===== src/rtl/shift_add_multiplier_ctrl.sv =====
// Control unit and X/A/B register file for an 8x8 signed add-shift multiplier.
// The 9-bit adder/subtractor is external; the product is {A,B} with X as the sign extension.
module shift_add_multiplier_ctrl #(
    parameter int WIDTH = 8
) (
    input  logic             Clk,
    input  logic             Reset,
    input  logic             Run,
    input  logic             ClearA_LoadB,
    input  logic [WIDTH-1:0] S,
    input  logic [WIDTH:0]   add_sum,
    output logic [WIDTH-1:0] add_a,
    output logic [WIDTH-1:0] add_b,
    output logic             add_sign,
    output logic [WIDTH-1:0] Aval,
    output logic [WIDTH-1:0] Bval,
    output logic             Xval,
    output logic             busy,
    output logic             done
);

    typedef enum logic [1:0] {
        ST_IDLE,
        ST_ADD,
        ST_SHIFT,
        ST_DONE
    } state_t;

    state_t           r_state;
    state_t           w_next_state;
    logic [2:0]       r_cnt;
    logic [2:0]       w_next_cnt;
    logic [WIDTH-1:0] r_a;
    logic [WIDTH-1:0] r_b;
    logic [WIDTH-1:0] r_m;
    logic             r_x;
    logic             w_last_add;

    // NOTE: sequential state uses non-blocking (<=) so every register samples pre-edge values.
    always_ff @(posedge Clk) begin
        if (Reset) begin
            r_state <= ST_IDLE;
            r_cnt   <= '0;
        end else begin
            r_state <= w_next_state;
            r_cnt   <= w_next_cnt;
        end
    end

    // NOTE: defaults at the top of the comb block keep every path assigned, so no latch is inferred.
    always_comb begin
        w_next_state = r_state;
        w_next_cnt   = r_cnt;
        case (r_state)
            ST_IDLE: begin
                if (!ClearA_LoadB && Run) begin
                    w_next_state = ST_ADD;
                    w_next_cnt   = '0;
                end
            end
            ST_ADD:   w_next_state = ST_SHIFT;
            ST_SHIFT: begin
                if (r_cnt == 3'd7) begin
                    w_next_state = ST_DONE;
                end else begin
                    w_next_state = ST_ADD;
                    w_next_cnt   = r_cnt + 3'd1;
                end
            end
            ST_DONE: begin
                if (!Run) w_next_state = ST_IDLE;
            end
            default: w_next_state = ST_IDLE;
        endcase
    end

    // Datapath: a load in IDLE/DONE beats a start; busy states ignore ClearA_LoadB and S.
    always_ff @(posedge Clk) begin
        if (Reset) begin
            r_a <= '0;
            r_b <= '0;
            r_m <= '0;
            r_x <= 1'b0;
        end else begin
            case (r_state)
                ST_IDLE, ST_DONE: begin
                    if (ClearA_LoadB) begin
                        r_a <= '0;
                        r_x <= 1'b0;
                        r_b <= S;
                    end else if (r_state == ST_IDLE && Run) begin
                        r_m <= S;
                        r_a <= '0;
                        r_x <= 1'b0;
                    end
                end
                ST_ADD: begin
                    if (r_b[0]) {r_x, r_a} <= add_sum;
                end
                ST_SHIFT: {r_x, r_a, r_b} <= {r_x, r_x, r_a, r_b[WIDTH-1:1]};
                default: ;
            endcase
        end
    end

    // The final iteration subtracts: bit 7 of a signed multiplier carries negative weight.
    always_comb begin
        w_last_add = (r_state == ST_ADD) && (r_cnt == 3'd7);
        add_sign   = !w_last_add;
        busy       = (r_state == ST_ADD) || (r_state == ST_SHIFT);
        done       = (r_state == ST_DONE);
    end

    assign add_a = r_a;
    assign add_b = r_m;
    assign Aval  = r_a;
    assign Bval  = r_b;
    assign Xval  = r_x;

endmodule


===== config.mk =====
export PLATFORM = sky130hd
export DESIGN_NAME = shift_add_multiplier_ctrl
export DESIGN_NICKNAME = d
export VERILOG_FILES = /design/src/rtl/shift_add_multiplier_ctrl.sv
export SDC_FILE = /design/constraint.sdc
export NUM_CORES = 1
export LEC_CHECK = 0
export CAP_MARGIN = 10
export CORE_UTILIZATION = 29
export CTS_CLUSTER_SIZE = 24
export DETAILED_ROUTE_END_ITERATION = 10
export PLACE_DENSITY = 0.61
export SLEW_MARGIN = 20
export SYNTH_ARGS = -nofsm -noshare
export SYNTH_HDL_FRONTEND = slang
export SYNTH_SLANG_ARGS = --single-unit

===== constraint.sdc =====
create_clock -name Clk -period 2.6 [get_ports Clk]
set_input_delay 0.65 -clock Clk [delete_from_list [all_inputs] [get_ports Clk]]
set_output_delay 0.65 -clock Clk [all_outputs]
set_load 0.005 [all_outputs]

# --- Word level (Yosys, flattened, before mapping) ---
# Cells that the tools add are included.
op_classes:
  addsub: 1
  eq_ne: 10
  n_mux: 17
  n_bitwise: 2
  n_reduce_logical: 16
op_table:
  columns: ["operator", "n"]
  rows:
  - ["8-bit 2-to-1 mux", 4]
  - ["8-bit case mux with 3 select lines", 1]
  - ["8-bit case mux with 2 select lines", 1]
  - ["2-bit != test (second input constant)", 5]
  - ["3-bit AND reduction", 3]
  - ["2-bit case mux with 4 select lines", 1]
  - ["2-bit 2-to-1 mux", 3]
  - ["3-bit 2-to-1 mux", 2]
  - ["3-bit case mux with 2 select lines", 1]
  - ["2-bit AND reduction", 3]
  - ["2-bit == test (second input constant)", 2]
  - ["2-bit nonzero test", 2]
  - ["3-bit by 1-bit adder with 3-bit output (second input constant)", 1]
  - ["3-bit == test (second input constant)", 1]
  - ["1-bit logical AND", 3]
  - ["1-bit 2-to-1 mux", 3]
  - ["3-bit != test (second input constant)", 1]
  - ["2-bit by 1-bit == test with 1-bit output (second input constant)", 1]
  - ["1-bit logical NOT", 2]
  - ["2-bit logical NOT", 1]
  - ["1-bit NOT", 2]
  - ["1-bit case mux with 2 select lines", 1]
  - ["2-bit OR reduction", 1]
  - ["1-bit logical OR", 1]
word_totals:
  register_bits: 30
  inputBits: 21
  output_inout_bits: 36
  word_cells: 52

# --- Longest topological paths before layout ---
logic_depth:
  depth_word: 5
  ltp_mapped: 7
  ltp_nobuf: 5

# --- Least setup slack after synthesis ---
# No wires, ideal clock.
synth_timing:
  kind: "flip-flop to flip-flop"
  start: "register r_state[0]"
  end: "register r_m[0], in the netlist add_b[0]"
  setup_time_ps: 128
  arrival_ps: 1577
  setup_slack_ps: 896
  stages_incl_launch_ff: 8
  synth_period_minus_slack_ps: 1704
  path_cell_list: "dfxtp_1 -> inv_1 -> ha_1 -> buf_4 -> and4bb_1 -> buf_6 -> mux2i_1 -> nor2_1"
synth_between:
  elab_chain_len: 3
synth_lines:
  columns: ["item", "line_no", "text"]
  rows:
  - ["start, declared", "29", "state_t r_state;"]
  - ["start signal, assigned", "45", "r_state <= w_next_state;"]
  - ["2-bit == test / 2-bit logical NOT (equally long branches)", "85, 91", null]
  - ["2-bit OR reduction / 1-bit logical AND (equally long branches)", "85, 91", null]
  - ["3-bit AND reduction (no source line) *", null, null]
  - ["end signal, assigned", "82", "r_m <= '0;"]
  - ["end signal, assigned", "92", "r_m <= S;"]
  - ["end, declared", "35", "logic [WIDTH-1:0] r_m;"]
# Mark *: on every way between the ends. The rest lies on a longest branch, timed or not.
# A chain may end at the register's enable or synchronous reset.

# --- Worst setup path in the final report ---
layout_timing:
  start: "register r_cnt[0]"
  end: "output port add_sign"
layout_between:
  elab_chain_len: 3
layout_lines:
  columns: ["item", "line_no", "text"]
  rows:
  - ["start, declared", "31", "logic [2:0] r_cnt;"]
  - ["start signal, assigned", "46", "r_cnt <= w_next_cnt;"]
  - ["3-bit == test", "108", "w_last_add = (r_state == ST_ADD) && (r_cnt == 3'd7);"]
  - ["1-bit logical AND", "108", null]
  - ["1-bit logical NOT", "109", "add_sign = !w_last_add;"]
  - ["end, declared", "14", "output logic add_sign,"]
# Every way passes these cells.

==> flow_summary.ini <==
[layout]
drive_gt1_share_pct = 7.98
layout_common_cells = clkdlybuf4s50_1 (56), dfxtp_1 (30), mux2i_1 (20)
synthToLayoutAreaGrowth_pct = 41.8
fillers = 538
n_antenna_cell = 0
ff_latch_area_um2 = 601
fin_nets = 241
final_common_cell = clkdlybuf4s50_1
multi_input_area_um2 = 811

[placed_design]
hpwl_um = 2570
gp_congestion = 0.750
portBuffers = 56
post-place-ws_ps = 530

[critical_path]
start_kind = flop
path_common_cell = ha_1
rr_startpoint = r_state[1]$_SDFFE_PP0P_
crit_chain = ha_1 -> ha_1 -> nand2_1 -> clkdlybuf4s50_1
crit_path_max_incr_delay_ps = 500
worst-r2r-cell-count = 7
crit_path_top_delay_cell = clkdlybuf4s50_1
crit_type = flop to output pin
r2r-end = add_b[2]$_SDFFE_PP0P_
cp.arrival_ps = 1610
critical_path_required_ps = 1950
cp_top_family = buffers and inverters
cp_num_buf_inv = 1
crit_fanout = 3
end_kind = output pin
rrSetupSlack_ps = 770

[synth]
synth_cells = 164
synth_fa_ha_area_share_pct = 6.43
async_flop_share_pct = 0
synth_top_area_share_pct = 38.6
synth_top_family_by_area = compound AO/OA/AOI/OAI gates
synth_edf_count = 0
avgSynthCellArea_um2 = 9.49
synth.distinct_cells = 30
synthesis.nets = 193
synth_compound_area_share_pct = 19.5
yosysSeqAreaShare_pct = 38.6
synthMuxAreaShare_pct = 13.8
ys_warn_count = 0
mappedNetlistArea_um2 = 1560
synth-simple-area-share_pct = 12.3
ys_dominant_reg_cell = dfxtp_1
synth_xor_area_share_pct = 0
ys_ff_latch = 30
yosys.area.top_type = dfxtp_1
yosys-top-cells-area = dfxtp_1 (39%), mux2i_1 (13%), ha_1 (6.4%)

[floorplan]
die_x_um = 75.3
core-area_um2 = 5140
die_area_um2 = 5660
pin_count = 57
std_cell_rows = 26
start_util_pct = 30.3
die_y_um = 75.3

[hold_path]
hold_start = r_cnt[1]$_SDFFE_PP0P_
holdPathStages = 2
hp-class = flop to flop
min_to = r_cnt[1]$_SDFFE_PP0P_

[run]
max_cap_viol_count = 0

[sta]
relSlewSlack_pct = 60.6
fmax_mhz = 443
tightest_slew_ps = 590
fin_crit_ps = 2260
fin_setup_tns_ps = 0
setup_viol = 0
finalMaxSlewViolations = 0
finalCritPeriodShare_pct = 86.9
finClkSkew_ps = 3.32
layout_setup_ws_ps = 341
rsz0062_at_grt = false
finalHoldViolCount = 0

[power_and_ir_drop]
p_leak_nw = 0.799
seqPwrFrac_pct = 34.0
p_per_area_nw_per_um2 = 811
ir_worst_vdd_v = 0.000456
p_int_w = 0.00116
power_frac_comb_pct = 44.8
pwr-share-clk_pct = 21.2
p_switching_w = 0.000627
p_sw_share_pct = 35.0

[routing]
post_drt_via_cell_ratio = 4.76
routedWlPerCell_um = 13.1
drcViolationCount = 0
drt-initial-drc-count = 147
drt-pass1-iter-count = 4
drtAntennaViolNets = 0
vias = 1348
wirelength_um = 3710

[cts]
cts-resized-gates = 0
tritoncts = yes
h-tree-depth = 2
cts.clk_slew.worst_paths_ps = 60
cts.sinks = 30
post_cts.repair.setup_buffers = 0
cts_hold_buf = 0
clock_latency_ps = 280
cts_root_buf = clkbuf_8
cts_max_path_buffers = 2
cts_buffers = 5

[global_routing]
grt_max_degree = 17
grt_pass1_wl_um = 5900
grt_overflow = 0
grt_pass1_vias = 1259
grt.total_usage_pct = 14.2
antenna_found_initial = 0

[status]
status = complete, no violations
## cell families (layout without fill, tap and decap cells)
family	count (synthesis)	in the layout
compound gates	40	40
fa+ha+maj	8	8
buf+inv	24	73
flops	30	30
mux	21	21
simple gates	41	41
## sequential cells by signal (all words and copies together) (netlist names)
name / flops
Aval: 8
Bval: 8
add_b: 8
r_cnt: 3
r_state: 2
Xval: 1
## cell usage after synthesis (all sizes together) (2+ instances only)
cell type and number:
a211oi 10, a21oi 8, a22o 8, buf 18, clkbuf 3, dfxtp 30
ha 8, inv 3, mux2i 20, nand2 6, nand2b 2, nand3 11
nor2 17, o21ai 9
## routing by layer
metal  vias to the layer above  wire, um  track usage, %
met2                        53      1680            22.4
met1                       617      1730            17.4
met3                         4       267            5.09
li1                        674         -               -
met4                         0        25            6.38
met5                         -         0               0
## area by class of cell
class	instances	area share, %
multi-input cells	110	36.7
repair buffers	62	27.4
flip-flops and latches	30	27.2
well taps	70	3.97
clock buffers	7	3.91
inverters	3	0.510
clock inverters	1	0.227
## per-stage QoR
step                std cells  utilization, %  total power (W)  instance area, um2  hold WS, ps
finish                    283            42.9          0.00179                2210          473
CTS                       283            42.9          0.00181                2210          480
floorplan                 164               -          0.00113                1560          438
detailed placement        275            41.2          0.00142                2120          471
global placement          275            41.2          0.00142                2120          447
global route              283            42.9          0.00192                2210          508
## power by group through the flow
| stage | logic [W] | registers (W) | clock network [W] |
|---|---|---|---|
| floorplan | 0.000519 | 0.000613 | 0 |
| global placement | 0.000805 | 0.000618 | 0 |
| detailed placement | 0.000803 | 0.000618 | 0 |
| CTS | 0.000808 | 0.000610 | 0.000394 |
| global route | 0.000883 | 0.000624 | 0.000418 |
| finish | 0.000801 | 0.000609 | 0.000379 |
## worst max path at each step
stage	start	end	slack (ps)	depth (start not counted)
6_report	r_cnt[0]$_SDFFE_PP0P_	add_sign	340	4
5_1_grt	r_cnt[0]$_SDFFE_PP0P_	add_sign	250	4
4_1_cts	r_cnt[0]$_SDFFE_PP0P_	add_sign	320	4
3_5_place_dp	Run	r_cnt[1]$_SDFFE_PP0P_	530	4
3_3_place_gp	Run	Aval[2]$_SDFFE_PP0P_	580	4
2_1_floorplan	r_state[0]$_SDFFE_PP0P_	add_b[0]$_SDFFE_PP0P_	900	7
## worst min-delay path: cells and delay by family (launching register included)
family / cells / cell delay (ps)
multiplexers: 1 / 60
AND/OR/NAND/NOR: 1 / 50
flip-flops: 1 / 310
No activity file was read; power rests on OpenSTA's default activity.
